### config.mk
export PLATFORM = sky130hd
export DESIGN_NAME = color_match_judge
export DESIGN_NICKNAME = d
export VERILOG_FILES = /design/src/rtl/color_match_judge.sv
export SDC_FILE = /design/constraint.sdc
export NUM_CORES = 1
export LEC_CHECK = 0
export BUFFER_PORTS_ARGS = -buffer_cell sky130_fd_sc_hd__buf_2
export CORE_MARGIN = 2
export CORE_UTILIZATION = 61
export CTS_CLUSTER_SIZE = 25
export DETAILED_ROUTE_END_ITERATION = 10
export PLACE_DENSITY = 0.86
export SLEW_MARGIN = 20
export SYNTH_ARGS = -nofsm -noshare
export SYNTH_HDL_FRONTEND = slang
export SYNTH_SLANG_ARGS = --single-unit
export TNS_END_PERCENT = 20
### constraint.sdc
create_clock -name clk -period 4.74 [get_ports clk]
set_input_delay 0.711 -clock clk [delete_from_list [all_inputs] [get_ports clk]]
set_output_delay 0.711 -clock clk [all_outputs]
set_load 0.02 [all_outputs]
### src/rtl/color_match_judge.sv
// Game-round controller: advances the color randomizer, snapshots its outputs,
// judges ball landings against the platform colors, and tracks score and lives.
module color_match_judge #(
  parameter int SETTLE_CYCLES = 3,
  parameter int HOLD_CYCLES   = 25_000_000,
  parameter int LIVES_INIT    = 3
) (
  input  logic        clk,
  input  logic        reset,
  input  logic        start,
  input  logic [2:0]  new_color_ball,
  input  logic [11:0] new_color_plats,
  input  logic        land_valid,
  input  logic [1:0]  land_section,
  output logic        color_advance,
  output logic [2:0]  ball_color,
  output logic [11:0] plat_colors,
  output logic        hit,
  output logic        miss,
  output logic [7:0]  score,
  output logic [1:0]  lives,
  output logic        playing,
  output logic        game_over
);

  localparam int CMAX = (SETTLE_CYCLES > HOLD_CYCLES) ? SETTLE_CYCLES : HOLD_CYCLES;
  localparam int CW   = $clog2(CMAX + 1);
  localparam logic [CW-1:0] SETTLE_END = CW'(SETTLE_CYCLES);
  localparam logic [CW-1:0] HOLD_END   = CW'(HOLD_CYCLES - 1);
  localparam logic [1:0]    LIVES0     = 2'(LIVES_INIT);

  typedef enum logic [2:0] {S_IDLE, S_LOAD, S_PLAY, S_RESULT, S_OVER} state_t;

  state_t          state_q, state_d;
  logic [CW-1:0]   cnt_q, cnt_d;
  logic            adv_q, adv_d;
  logic            hit_q, hit_d;
  logic            miss_q, miss_d;
  logic [2:0]      ball_q, ball_d;
  logic [3:0][2:0] plats_q, plats_d;
  logic [7:0]      score_q, score_d;
  logic [1:0]      lives_q, lives_d;

  // A round is only playable if the ball has a real color and some section shows it.
  function automatic logic has_match(input logic [2:0] b, input logic [3:0][2:0] p);
    logic m;
    m = 1'b0;
    for (int k = 0; k < 4; k++) if (p[k] == b) m = 1'b1;
    return m && (b != 3'd0);
  endfunction

  always_comb begin
    state_d = state_q;
    cnt_d   = cnt_q;
    adv_d   = 1'b0;
    hit_d   = 1'b0;
    miss_d  = 1'b0;
    ball_d  = ball_q;
    plats_d = plats_q;
    score_d = score_q;
    lives_d = lives_q;
    case (state_q)
      S_IDLE, S_OVER: begin
        if (start) begin
          state_d = S_LOAD;
          cnt_d   = '0;
          adv_d   = 1'b1;
          score_d = 8'd0;
          lives_d = LIVES0;
        end
      end
      S_LOAD: begin
        if (cnt_q == SETTLE_END) begin
          ball_d  = new_color_ball;
          plats_d = new_color_plats;
          cnt_d   = '0;
          if (has_match(new_color_ball, new_color_plats)) state_d = S_PLAY;
          else adv_d = 1'b1;  // stay in LOAD and pull a fresh color set
        end else begin
          cnt_d = cnt_q + CW'(1);
        end
      end
      S_PLAY: begin
        if (land_valid) begin
          state_d = S_RESULT;
          cnt_d   = '0;
          if (plats_q[land_section] == ball_q) begin
            hit_d   = 1'b1;
            score_d = (score_q == 8'hff) ? score_q : score_q + 8'd1;
          end else begin
            miss_d  = 1'b1;
            lives_d = (lives_q == 2'd0) ? 2'd0 : lives_q - 2'd1;
          end
        end
      end
      S_RESULT: begin
        if (cnt_q == HOLD_END) begin
          cnt_d = '0;
          if (lives_q == 2'd0) begin
            state_d = S_OVER;
          end else begin
            state_d = S_LOAD;
            adv_d   = 1'b1;
          end
        end else begin
          cnt_d = cnt_q + CW'(1);
        end
      end
      default: state_d = S_IDLE;
    endcase
  end

  always_ff @(posedge clk or posedge reset) begin
    if (reset) begin
      state_q <= S_IDLE;
      cnt_q   <= '0;
      adv_q   <= 1'b0;
      hit_q   <= 1'b0;
      miss_q  <= 1'b0;
      ball_q  <= 3'd0;
      plats_q <= '0;
      score_q <= 8'd0;
      lives_q <= LIVES0;
    end else begin
      state_q <= state_d;
      cnt_q   <= cnt_d;
      adv_q   <= adv_d;
      hit_q   <= hit_d;
      miss_q  <= miss_d;
      ball_q  <= ball_d;
      plats_q <= plats_d;
      score_q <= score_d;
      lives_q <= lives_d;
    end
  end

  assign color_advance = adv_q;
  assign ball_color    = ball_q;
  assign plat_colors   = plats_q;
  assign hit           = hit_q;
  assign miss          = miss_q;
  assign score         = score_q;
  assign lives         = lives_q;
  assign playing       = (state_q == S_PLAY);
  assign game_over     = (state_q == S_OVER);

endmodule

==> parameters.txt <==
Parameter                              Value

Outcome
  Outcome    completed

Yosys
  Yosys cell types    52
  Proportion of synthesized chip area in sequential cells    0.455
  Largest cells by area after synthesis    sky130_fd_sc_hd__dfrtp_1, sky130_fd_sc_hd__mux2_2, sky130_fd_sc_hd__xnor2_1
  Area share of the leading cell type in the synthesized netlist    0.438
  Async set-reset flop share out of synthesis    1.00
  Net count after synthesis    335
  Most instantiated cells after synthesis    sky130_fd_sc_hd__dfrtp_1, sky130_fd_sc_hd__nor2_1, sky130_fd_sc_hd__nand3_1, sky130_fd_sc_hd__nand2_1, sky130_fd_sc_hd__xnor2_1
  Most repeated cell in the gate-level netlist after synthesis    sky130_fd_sc_hd__dfrtp_1
  Netlist area before placement    3080 um^2
  Number of enable flip-flop cells after synthesis    0
  Number of warning messages in the yosys log    0
  Synth Register Bits    56
  Primary FF master, synth    sky130_fd_sc_hd__dfrtp_1
  Mapped Avg Cell Area    9.88 um^2
  Yosys top cell by area    sky130_fd_sc_hd__dfrtp_1
  Synthesized netlist cell count    ~310

Job
  Count of max-cap constraint violations    0

STA
  Setup repair after global routing missed its margin    false
  Worst slew slack as a fraction of its limit    0.528
  Max Slew Vio Count    0
  Peak clock frequency supported by timing    0.356 GHz
  Worst-case setup margin in the final layout    between 1.5 and 2 ns
  Clock Skews    0.00312 ns
  Slew of the pin with the lowest slew margin    0.708 ns
  Final count of negative-setup-slack endpoints    0
  Fraction of the cycle the final worst path needs    0.592
  Final Hold Fails    0
  Final setup TNS    0 ns
  Min Tclk post-route    roughly 2.8 ns

GRT
  Pin count of the biggest net entering global routing    57
  Number of global-route vias before repair    2370
  Total congestion overflow after global routing    0
  First-pass GRT wire length    about 11000 um
  Number of antenna violations at the first check in global routing    0
  Overall Global Routing Usage    0.250

Placement
  Number of input and output port buffers inserted    50
  Placement Setup Slack    2.00 ns
  Detailed-placement wirelength estimate    4660 um
  Placer's final routability congestion estimate    0.888

Clocking
  Clk sinks    56
  Insertion delay of the later-clocked pin in the worst-skew pair    0.31 ns
  Post-CTS sizing    0
  Clock transition at the registers of the reported paths    ~0.090 ns
  Cts-stage hold buffer count    0
  Clock tree from TritonCTS    done
  Cell at the root of the clock tree    sky130_fd_sc_hd__clkbuf_8
  Maximum root-to-sink buffer count    2
  Number of post-CTS setup repair buffers    0
  H-tree lvl count    2
  Number of buffers added by the clock tree synthesis step    5

Worst setup path
  Biggest fanout along the worst timing path    12
  CP max-delay cell    sky130_fd_sc_hd__dfrtp_1
  Worst Path Required    approximately 4.0 ns
  Arrival time at the worst endpoint    2.10 ns
  Worst path top cell family by delay    simple AND/OR/NAND/NOR gates
  Cell chain of the critical path    nand2b_1 -> or2_0 -> inv_1 -> buf_2
  Startpoint of the most critical register-to-register path    cnt_q[0]
  Reg2reg setup slack    1.94 ns
  Biggest cell delay along the critical path    0.53 ns
  Kind of end point of the critical path    primary output
  Startpoint of the most critical setup path    state_q[1]
  Crit path buf inv count    2
  Setup Crit Path Kind    reg -> out
  Setup crit start kind    register

Drt
  DR vias    2503
  Post-DR wirelength/cell    15.2 um
  Post-Route WL    6450 um
  Drt initial violations    147
  Number of detailed-routing iterations run before antenna repair    4
  Remaining design rule violation count    0
  Number of vias per cell    5.90
  Routed Antenna Nets    0

Die
  Number of cell rows    25
  I/O pin cnt    a little over 50
  Die Y    ~75 um
  Effective utilization at floorplan    0.644
  Die Outline Area    5640 um^2
  Die span in x    75.1 um
  Placeable Area    ~4800 um^2

Cells and area
  ANT cells    0
  Net count, final    379
  Synthesis-to-finish area growth    12.1%
  Fraction of final layout cells with drive strength greater than 1    0.238

Pwr
  Maximum ir drop on the vdd rail    0.404 mV
  Total power draw    1.78 mW
  Cell area power density    514 nW/um^2
  Static Leakage    1.62 nW

Worst hold path
  Path class of the lowest-slack min-delay path    reg -> reg
  Startpoint of the worst hold path    lives[1]
-- layer usage --
| metal | global-route usage | part of all wire | vias up |
|---|---|---|---|
| met5 | 0 | 0 | - |
| met4 | 0.0774 | 0.018 | 0 |
| met2 | 0.394 | 0.47 | 81 |
| met3 | 0.0509 | 0.056 | 13 |
| li1 | - | - | 1196 |
| met1 | 0.351 | 0.46 | 1213 |
-- sequential cells by signal, summed over array words and instances (netlist names) --
signal	count
cnt_q	25
plat_colors	12
score	8
ball_color	3
state_q	3
lives	2
color_advance	1
hit	1
miss	1
-- layout by cell type (no fill, tap or decap), drive strengths merged, types with 2 or more instances in the layout --
cell | netlist | final
nor2 | 38 | 38
a21oi | 7 | 7
nor4 | 11 | 11
inv | 4 | 4
nor2b | 3 | 3
dfrtp | 54 | 54
nor4b | 2 | 2
nand4 | 6 | 6
o21ai | 5 | 5
xor2 | 18 | 18
nand3 | 25 | 25
o211ai | 2 | 2
a32o | 3 | 3
nor3 | 6 | 6
mux2i | 4 | 4
a211oi | 2 | 2
and3 | 8 | 8
xnor2 | 19 | 19
dfstp | 2 | 2
ha | 2 | 2
a31oi | 4 | 4
a21o | 7 | 7
o31ai | 2 | 2
buf | 4 | 52
mux2 | 18 | 18
a31o | 3 | 3
clkbuf | 11 | 8
or2 | 2 | 2
nand2 | 22 | 22
nand2b | 3 | 3
a22o | 3 | 3
and4 | 2 | 2
-- cell type report --
type,count,area (um^2)
multi-input combinational,237,1600
sequential,56,1400
fill,353,1330
timing repair buffer,52,265
clock buffer,8,90.1
tap,67,83.8
inverter,4,15.0
-- kinds of logic (layout without fill, tap and decap cells) --
logic type / Yosys count / count (layout) / synth area share
AND/OR/NAND/NOR: 132 / 132 / 0.218
flip-flops: 56 / 56 / 0.455
AO/OA/AOI/OAI: 43 / 43 / 0.101
XOR/XNOR: 37 / 37 / 0.105
multiplexers: 23 / 23 / 0.0860
buffers and inverters: 19 / 64 / 0.0264
adder cells (fa/ha/maj): 2 / 2 / 0.00812
-- stage by stage --
stage	std cells	instance area [um^2]	utilization	hold WS [ns]
CTS	424	3460	0.722	0.531
finish	424	3460	0.722	0.524
detailed placement	416	3370	0.703	0.515
floorplan	312	3080	-	0.492
global route	424	3460	0.722	0.545
global placement	416	3370	0.703	0.499
-- worst min-delay path: cells and delay by family, from the launching register on --
| family | cells | cell delay, ns |
|---|---|---|
| flip-flops | 1 | 0.41 |
| buffers and inverters | 1 | 0.05 |
| AO/OA/AOI/OAI | 1 | 0.07 |
-- power by group --
group / total (mW) / internal (mW) / switching, mW
registers: 0.738 / 0.601 / 0.137
logic: 0.769 / 0.306 / 0.464
clock network: 0.269 / 0.120 / 0.149
total: 1.78 / 1.03 / 0.750
-- path summary, 6_finish.rpt --
path	endpoint	cells past startpoint
worst max-delay path	playing	4
worst min-delay path	lives[0]	2
worst max register to register	cnt_q[24]	8
worst min register to register	lives[0]	2
max in group asynchronous	score[5]	3
min in group asynchronous	plat_colors[3]	3
No activity file was read; power rests on OpenSTA's default activity.
